<file path="src/rtl/icache_pkg.sv">
// Shared types and defaults for the instruction-cache refill controller.
// Contents:
//   - default widths and refill policy limits
//   - controller state enum (3-bit)
//   - performance counter bundle (used when ICACHE_PERF_CNT_EN is defined)
//   - counter width helper
package icache_pkg;

  localparam int unsigned IC_ADDR_W      = 20;
  localparam int unsigned IC_DATA_W      = 32;
  localparam int unsigned IC_TIMEOUT_CYC = 255;
  localparam int unsigned IC_MAX_RETRY   = 3;
  localparam int unsigned PERF_CNT_W     = 32;

  typedef enum logic [2:0] {
    IDLE     = 3'd0,
    LOOKUP   = 3'd1,
    MEM_REQ  = 3'd2,
    MEM_WAIT = 3'd3,
    FILL     = 3'd4,
    ERROR    = 3'd5
  } ic_state_e;

  typedef struct packed {
    logic [PERF_CNT_W-1:0] hits;
    logic [PERF_CNT_W-1:0] misses;
    logic [PERF_CNT_W-1:0] stall_cyc;
  } ic_perf_cnt_t;

  // Bits needed to hold 0..max_val; never narrower than one bit.
  function automatic int unsigned cnt_width(input int unsigned max_val);
    return (max_val < 1) ? 1 : $clog2(max_val + 1);
  endfunction

endpackage

</file>
<file path="src/rtl/icache_perf_cnt.sv">
// Saturating hit / miss / stall-cycle counters for the refill controller.
// Ports:
//   CLK, RST  clock and asynchronous active-high reset
//   i_hit     lookup hit this cycle
//   i_miss    lookup miss this cycle
//   i_stall   fetch stall asserted this cycle
//   o_cnt     counter bundle (hits, misses, stall_cyc)
module icache_perf_cnt
  import icache_pkg::*;
(
  input  logic         CLK,
  input  logic         RST,
  input  logic         i_hit,
  input  logic         i_miss,
  input  logic         i_stall,
  output ic_perf_cnt_t o_cnt
);

  localparam logic [PERF_CNT_W-1:0] CNT_MAX = '1;

  ic_perf_cnt_t r_cnt;

  // Increment when enabled, holding at all-ones instead of wrapping.
  function automatic logic [PERF_CNT_W-1:0] sat_inc(input logic [PERF_CNT_W-1:0] v,
                                                    input logic en);
    return (en && (v != CNT_MAX)) ? v + PERF_CNT_W'(1) : v;
  endfunction

  always_ff @(posedge CLK or posedge RST) begin
    if (RST) begin
      r_cnt <= '0;
    end else begin
      r_cnt.hits      <= sat_inc(r_cnt.hits, i_hit);
      r_cnt.misses    <= sat_inc(r_cnt.misses, i_miss);
      r_cnt.stall_cyc <= sat_inc(r_cnt.stall_cyc, i_stall);
    end
  end

  assign o_cnt = r_cnt;

endmodule

</file>
<file path="src/rtl/icache_refill_ctrl.sv">
// Instruction-cache sequencer for the fetch stage: accepts fetch requests,
// drives the cache lookup, refills misses from backing memory with a
// timeout/retry policy, and raises a sticky error when retries run out.
// Optional build macro: ICACHE_PERF_CNT_EN adds perf_hits / perf_misses /
// perf_stall_cyc saturating counters.
// Ports:
//   CLK, RST                    clock, asynchronous active-high reset
//   cpu_req/cpu_addr            fetch request in
//   cpu_ready/cpu_rdata         word delivered
//   cpu_stall/cpu_err           fetch hold / sticky error
//   ic_read_en/ic_addr          cache lookup
//   ic_miss/ic_rdata            cache lookup result (combinational)
//   ic_fetch/ic_wdata           cache fill strobe and data
//   mem_req/mem_addr            backing-memory read request (level)
//   mem_ack/mem_rdata           memory response (single-cycle)
module icache_refill_ctrl
  import icache_pkg::*;
#(
  parameter int unsigned ADDR_W      = IC_ADDR_W,
  parameter int unsigned DATA_W      = IC_DATA_W,
  parameter int unsigned TIMEOUT_CYC = IC_TIMEOUT_CYC,
  parameter int unsigned MAX_RETRY   = IC_MAX_RETRY
)(
  input  logic              CLK,
  input  logic              RST,
`ifdef ICACHE_PERF_CNT_EN
  output logic [31:0]       perf_hits,
  output logic [31:0]       perf_misses,
  output logic [31:0]       perf_stall_cyc,
`endif
  input  logic              cpu_req,
  input  logic [ADDR_W-1:0] cpu_addr,
  output logic              cpu_ready,
  output logic [DATA_W-1:0] cpu_rdata,
  output logic              cpu_stall,
  output logic              cpu_err,
  output logic              ic_read_en,
  output logic [ADDR_W-1:0] ic_addr,
  input  logic              ic_miss,
  input  logic [DATA_W-1:0] ic_rdata,
  output logic              ic_fetch,
  output logic [DATA_W-1:0] ic_wdata,
  output logic              mem_req,
  output logic [ADDR_W-1:0] mem_addr,
  input  logic              mem_ack,
  input  logic [DATA_W-1:0] mem_rdata
);

  localparam int unsigned TMR_W = cnt_width(TIMEOUT_CYC);
  localparam int unsigned RTY_W = cnt_width(MAX_RETRY);
  localparam logic [TMR_W-1:0] TMR_MAX = '1;

  ic_state_e         r_state;
  logic              r_cpu_ready;
  logic [DATA_W-1:0] r_cpu_rdata;
  logic              r_cpu_stall;
  logic              r_cpu_err;
  logic              r_ic_read_en;
  logic [ADDR_W-1:0] r_ic_addr;
  logic              r_ic_fetch;
  logic [DATA_W-1:0] r_ic_wdata;
  logic              r_mem_req;
  logic [ADDR_W-1:0] r_mem_addr;
  logic [TMR_W-1:0]  r_timer;
  logic [RTY_W-1:0]  r_retry;

  logic [TMR_W-1:0]  w_timer_inc;
  logic              w_timeout;

  // Wait timer saturates; expiry is judged on the value it would take this cycle.
  assign w_timer_inc = (r_timer == TMR_MAX) ? r_timer : r_timer + TMR_W'(1);
  assign w_timeout   = (w_timer_inc >= TMR_W'(TIMEOUT_CYC));

  // Controller FSM with registered outputs.
  always_ff @(posedge CLK or posedge RST) begin
    if (RST) begin
      r_state      <= IDLE;
      r_cpu_ready  <= 1'b0;
      r_cpu_rdata  <= '0;
      r_cpu_stall  <= 1'b0;
      r_cpu_err    <= 1'b0;
      r_ic_read_en <= 1'b0;
      r_ic_addr    <= '0;
      r_ic_fetch   <= 1'b0;
      r_ic_wdata   <= '0;
      r_mem_req    <= 1'b0;
      r_mem_addr   <= '0;
      r_timer      <= '0;
      r_retry      <= '0;
    end else begin
      r_cpu_ready <= 1'b0;
      r_ic_fetch  <= 1'b0;
      case (r_state)
        IDLE: begin
          if (cpu_req) begin
            r_ic_addr    <= cpu_addr;
            r_ic_read_en <= 1'b1;
            r_state      <= LOOKUP;
          end
        end

        LOOKUP: begin
          if (!ic_miss) begin
            r_cpu_ready <= 1'b1;
            r_cpu_rdata <= ic_rdata;
            if (cpu_req) begin
              r_ic_addr <= cpu_addr;
            end else begin
              r_ic_read_en <= 1'b0;
              r_state      <= IDLE;
            end
          end else begin
            // Address and read enable are frozen until the fill completes.
            r_cpu_stall <= 1'b1;
            r_retry     <= '0;
            r_timer     <= '0;
            r_mem_req   <= 1'b1;
            r_mem_addr  <= {r_ic_addr[ADDR_W-1:2], 2'b00};
            r_state     <= MEM_REQ;
          end
        end

        MEM_REQ: begin
          r_mem_req <= 1'b1;
          r_timer   <= '0;
          r_state   <= MEM_WAIT;
        end

        MEM_WAIT: begin
          r_timer <= w_timer_inc;
          // An ack arriving on the expiry cycle still wins.
          if (mem_ack) begin
            r_ic_wdata  <= mem_rdata;
            r_cpu_rdata <= mem_rdata;
            r_mem_req   <= 1'b0;
            r_ic_fetch  <= 1'b1;
            r_cpu_ready <= 1'b1;
            r_cpu_stall <= 1'b0;
            r_state     <= FILL;
          end else if (w_timeout) begin
            r_mem_req <= 1'b0;
            if (r_retry < RTY_W'(MAX_RETRY)) begin
              r_retry <= r_retry + RTY_W'(1);
              r_timer <= '0;
              r_state <= MEM_REQ;
            end else begin
              r_cpu_err <= 1'b1;
              r_state   <= ERROR;
            end
          end
        end

        FILL: begin
          r_ic_read_en <= 1'b0;
          r_state      <= IDLE;
        end

        ERROR: begin
          r_cpu_err   <= 1'b1;
          r_cpu_stall <= 1'b1;
          r_mem_req   <= 1'b0;
        end

        default: begin
          r_cpu_stall  <= 1'b0;
          r_ic_read_en <= 1'b0;
          r_mem_req    <= 1'b0;
          r_state      <= IDLE;
        end
      endcase
    end
  end

  assign cpu_ready  = r_cpu_ready;
  assign cpu_rdata  = r_cpu_rdata;
  assign cpu_stall  = r_cpu_stall;
  assign cpu_err    = r_cpu_err;
  assign ic_read_en = r_ic_read_en;
  assign ic_addr    = r_ic_addr;
  assign ic_fetch   = r_ic_fetch;
  assign ic_wdata   = r_ic_wdata;
  assign mem_req    = r_mem_req;
  assign mem_addr   = r_mem_addr;

`ifdef ICACHE_PERF_CNT_EN
  logic         w_lookup_hit;
  logic         w_lookup_miss;
  ic_perf_cnt_t w_perf;

  assign w_lookup_hit  = (r_state == LOOKUP) && !ic_miss;
  assign w_lookup_miss = (r_state == LOOKUP) && ic_miss;

  icache_perf_cnt u_perf_cnt (
    .CLK     (CLK),
    .RST     (RST),
    .i_hit   (w_lookup_hit),
    .i_miss  (w_lookup_miss),
    .i_stall (r_cpu_stall),
    .o_cnt   (w_perf)
  );

  assign perf_hits      = w_perf.hits;
  assign perf_misses    = w_perf.misses;
  assign perf_stall_cyc = w_perf.stall_cyc;
`endif

endmodule

</file>
<file path="config.mk">
export PLATFORM = sky130hd
export DESIGN_NAME = icache_refill_ctrl
export DESIGN_NICKNAME = d
export VERILOG_FILES = /design/src/rtl/icache_pkg.sv /design/src/rtl/icache_perf_cnt.sv /design/src/rtl/icache_refill_ctrl.sv
export SDC_FILE = /design/constraint.sdc
export NUM_CORES = 1
export LEC_CHECK = 0
export ABC_CLOCK_PERIOD_IN_PS = 8100
export CAP_MARGIN = 25
export CORE_AREA = 2 2 108 110
export DETAILED_ROUTE_END_ITERATION = 10
export DIE_AREA = 0 0 110 112
export GPL_ROUTABILITY_DRIVEN = 1
export HOLD_SLACK_MARGIN = 0.02
export PLACE_DENSITY_LB_ADDON = 0.2
export SETUP_SLACK_MARGIN = 0.05
export SLEW_MARGIN = 20
export SYNTH_ARGS = -nofsm -noshare
export SYNTH_HDL_FRONTEND = slang
export SYNTH_SLANG_ARGS = --single-unit
</file>
<file path="constraint.sdc">
create_clock -name CLK -period 8.1 [get_ports CLK]
set_input_delay 1.215 -clock CLK [delete_from_list [all_inputs] [get_ports CLK]]
set_output_delay 1.215 -clock CLK [all_outputs]
set_load 0.1 [all_outputs]
</file>
### Yosys cells after proc, flatten, opt, wreduce, memory -nomap -nowiden

Index checks and enable logic that the tools add are counted.

* flip-flop bits (word level): 121
* latch bits: 0
* RAM bits: 0
* ROM bits: 0
* bits of input ports: 89
* output and inout port bits: 110
* word-level logic and storage cells: 99
* memories: 0

* $add $sub $neg: 2
* multiply operators: 0
* div/mod/pow operators: 0
* $lt $le $gt $ge: 2
* equal/unequal tests: 17
* shifts and indexed selects: 0
* muxes and demuxes: 42
* bitwise operators: 4
* reduce and logical (&&, ||, !) cells: 19

Operators with widths (number)
* two-way mux 32 bit: 2
* one-hot mux 32 bit (2 select lines): 1
* two-way mux 20 bit: 2
* two-way mux 8 bit: 5
* one-hot mux 20 bit (2 select lines): 1
* one-hot mux 8 bit (3 select lines): 1
* two-way mux 3 bit: 6
* != test 2 bit (second input constant): 9
* one-hot mux 3 bit (5 select lines): 1
* two-way mux 1 bit: 13
* AND reduction 4 bit: 3
* AND reduction 3 bit: 3
* adder 8 x 1 -> 8 bit (second input constant): 1
* == test 8 bit (second input constant): 1
* greater-or-equal comparator 8 bit (second input constant): 1
* two-way mux 2 bit: 4
* one-hot mux 1 bit (4 select lines): 2
* AND reduction 2 bit: 4
* == test 3 x 2 -> 1 bit (second input constant): 2
* == test 3 bit (second input constant): 2
* != test 3 bit (second input constant): 2
* nonzero test 2 bit: 3
* OR reduction 3 bit: 2
* AND reduction 5 bit: 1
* 10 further kinds: 14

### Longest topological paths before layout

* depth after elaboration: 6
* depth in mapped cells: 8
* gate-level depth less buffers: 7

### Worst setup path after synthesis

Ideal clock, no wire load.

* kind: input to register
* start point: in mem_ack
* end point: reg r_retry[0]
* setup time: 0.124 ns
* arrival time: 2.506 ns
* required time: 7.976 ns
* slack: 5.470 ns
* cell stages on the path: 5
* path buffers: 1
* cell sequence: clkbuf_1 or2_2 or4_4 and3_1 a211o_1

* word-level cells in the longest chain between the ends: 2

Ends and longest elaborated chain
* start: declaration: RTL line icache_refill_ctrl.sv:45 `input logic mem_ack,`
* != test 2 bit (no line)
* AND reduction 5 bit (no line)
* end signal: assignment: RTL line icache_refill_ctrl.sv:143 `r_retry <= r_retry + RTY_W'(1);`
* end: declaration: RTL line icache_refill_ctrl.sv:65 `logic [RTY_W-1:0] r_retry;`

Every way passes these cells.
A chain may end at the register's enable or synchronous reset.

### Worst setup path after layout

* start point: reg r_mem_req, in the netlist mem_req
* end point: out mem_req

RTL lines
* start: declaration: RTL line icache_refill_ctrl.sv:62 `logic r_mem_req;`
* start signal: assignment: RTL line icache_refill_ctrl.sv:86 `r_mem_req <= 1'b0;`
* start signal: assignment: RTL line icache_refill_ctrl.sv:117 `r_mem_req <= 1'b1;`
* start signal: assignment: RTL line icache_refill_ctrl.sv:124 `r_mem_req <= 1'b1;`
* end: declaration: RTL line icache_refill_ctrl.sv:43 `output logic mem_req,`

No word-level cell between the ends.

==> flow_summary.toml <==
[setup_path]
crit_path_end_kind = "output pin"
cp_top_family = "buffers and inverters"
worstSetupPathType = "reg -> out"
cp_data_required_time_ps = 6880
rrSetupSlack_ps = 5510
crit_fanout = 4
startpoint_type = "flop"
critPathArrivalTime_ps = 1990
cp_slowest_cell = "clkdlybuf4s50_1"
path_cells = "clkdlybuf4s50_1"
critPathBufInv = 1
critPathMaxStageDelay_ps = 1180

[routing]
avgRoutedWirePerCell_um = 17.9
finalWirelength_um = 14000
dr.pass1.iters = 4
drc = 0
via_count = 4146
viasPerCell = 5.29
ant_nets = 0
drt_iter0_markers = 225

[sta]
fin_crit_ps = 3200
hold_viol = 0
maxSlewHeadroom_pct = 31.3
drv_slew = 0
tightest_slew_ps = 1030
fin_worst_skew_ps = 6.31
period_share_pct = 39.5
finalSetupViolCount = 0
fin_tns_setup_ps = 0
rsz0062_at_grt = "false"
max_freq_mhz = 312

[die]
io_pins = 199
die-area_um2 = 12300
dieHeight_um = 112
placementRows = 39
initial_core_util_pct = 47.2
die_w_um = 110
core_um2 = 11200

[global_route]
antenna_found_initial = 0
globalRouteOverflowTotal = 0
grt_pass1_vias = 4558
grt_usage_pct = 25.0
grt_max_degree = 66
grt_first_pass_wirelength_um = 23200

[yosys]
synth.avg_cell_area_um2 = 12.2
ys_top_cells_by_area = "dfrtp_1 57%, mux2_2 15%, mux2i_1 6.1%, o21ai_0 3.6%, nand2_1 3.1%"
ys_ff_latch = 121
ys.flop_type = "dfrtp_1"
synth_area_um2 = 5270
synth_edf_count = 0
synth_top_area_share_pct = 57.4
synth_cells = 434
async_flop_share_pct = 100
yosysUniqueCellTypes = 53
ys_seq_area_share_pct = 57.4
synth_largest_area_cell = "dfrtp_1"
yosys_warnings = 0

[finish]
drive_gt1_share_pct = 18.7
utilization_pct = 71.3
multi_input_area_um2 = 2080
seqCellArea_um2 = 3030
antenna_cells = 0
syn_to_final_growth_pct = 51.2
layout.nets = 719
nFillCells = 780
final_cells = 784

[clock_tree]
post_cts_buffers = 0
cts_made_buffers = 17
root_buffer = "clkbuf_16"
clockBufferDepth = 2
clkTransAtPathRegs_ps = 50
clock-sinks = 121
cts_tree = "done"
hold_buffers = 0
cts_resized = 0
insertion_delay_ps = 420
htreeDepth = 4

[min_path]
worstHoldPathType = "reg -> reg"

[place]
dp_hpwl_um = 9820
routabilityCongestion = 0.832
dp_cells = 752
io_buffers = 196

[run_status]
status = "completed"

[run]
maxCapViolCount = 0
path summary, 6_finish.rpt:
check | from | to | depth (start not counted)
setup reg to reg | r_timer[0] | r_state[0] | 7
setup / recovery | mem_req | mem_req | 1
hold reg to reg | cpu_rdata[23] | cpu_rdata[23] | 2
hold / removal | cpu_rdata[23] | cpu_rdata[23] | 2
max in group asynchronous | RST | ic_wdata[0] | 3
min in group asynchronous | RST | mem_addr[4] | 2
cell usage in the layout, fill, tap and decap left out, types with 4 or more instances in the layout:
cell | netlist | routed
a21oi_1 | 11 | 11
bufinv_16 | 0 | 4
clkbuf_1 | 14 | 4
clkbuf_16 | 0 | 17
clkdlybuf4s50_1 | 0 | 196
clkinv_2 | 0 | 5
dfrtp_1 | 121 | 121
inv_1 | 11 | 10
mux2_2 | 71 | 71
mux2i_1 | 32 | 32
nand2_1 | 44 | 42
nand3_1 | 14 | 14
nor2_1 | 8 | 8
nor3_1 | 5 | 5
o21ai_0 | 38 | 38
metrics by stage:
step                hold WS [ps]  cell area [µm²]  setup WS (ps)
floorplan                    503             5280           3670
global placement             461             7310           4600
detailed placement           469             7350           4880
CTS                          481             7970           4880
global route                 504             7970           4860
finish                       475             7970           4900
registers in the layout (all words and copies together) (netlist names):
register / count
cpu_stall: 1
ic_read_en: 1
r_timer: 8
r_retry: 2
mem_req: 1
ic_wdata: 32
cpu_rdata: 32
r_state: 3
cpu_ready: 1
ic_fetch: 1
mem_addr: 18
ic_addr: 20
cpu_err: 1
cells in the mapped netlist (2+ instances only):
| cell | number |
|---|---|
| a21o_1 | 3 |
| a21oi_1 | 11 |
| a31oi_1 | 3 |
| and3_1 | 3 |
| buf_1 | 3 |
| buf_2 | 5 |
| buf_4 | 3 |
| clkbuf_1 | 14 |
| dfrtp_1 | 121 |
| ha_1 | 2 |
| inv_1 | 11 |
| mux2_2 | 71 |
| mux2i_1 | 32 |
| nand2_1 | 44 |
| nand3_1 | 14 |
| nand4_1 | 2 |
| nor2_1 | 8 |
| nor3_1 | 5 |
| nor3_2 | 2 |
| nor4_1 | 3 |
| o211ai_1 | 2 |
| o21ai_0 | 38 |
| o22ai_1 | 2 |
| o311ai_1 | 2 |
| or2_2 | 2 |
layout make-up:
cell class                      count  share of cell area [%]
Inverter                           12                   0.596
Clock buffer                       23                    5.87
Clock inverter                      9                    1.82
Timing Repair Buffer              201                    25.4
Multi-Input combinational cell    275                    26.1
Tap cell                          143                    2.24
Sequential cell                   121                    38.0
cells by family (layout without fill, tap and decap cells):
group                    Yosys count  in the layout  synth area share, %
AND/OR/NAND/NOR                   91             91                 8.38
other                              1              2               0.0711
adder cells (fa/ha/maj)            2              2                0.474
multiplexers                     103            103                 21.2
AO/OA/AOI/OAI                     77             77                 8.99
flip-flops                       121            121                 57.4
buffers and inverters             39            245                 3.44
layer usage:
layer | track usage [%] | up-vias | share of wire (%) | wire length (µm)
met2 | 40.7 | 148 | 52 | 7300
met3 | 10.7 | 22 | 8.1 | 1140
met4 | 8.27 | 0 | 2.0 | 276
met1 | 29.5 | 2050 | 38 | 5290
li1 | - | 1926 | - | -
met5 | 0 | - | 0 | 0
Power is left out: the tool's default activity adds up to more than one toggle a clock period on the data nets, which glitch-free logic cannot reach.
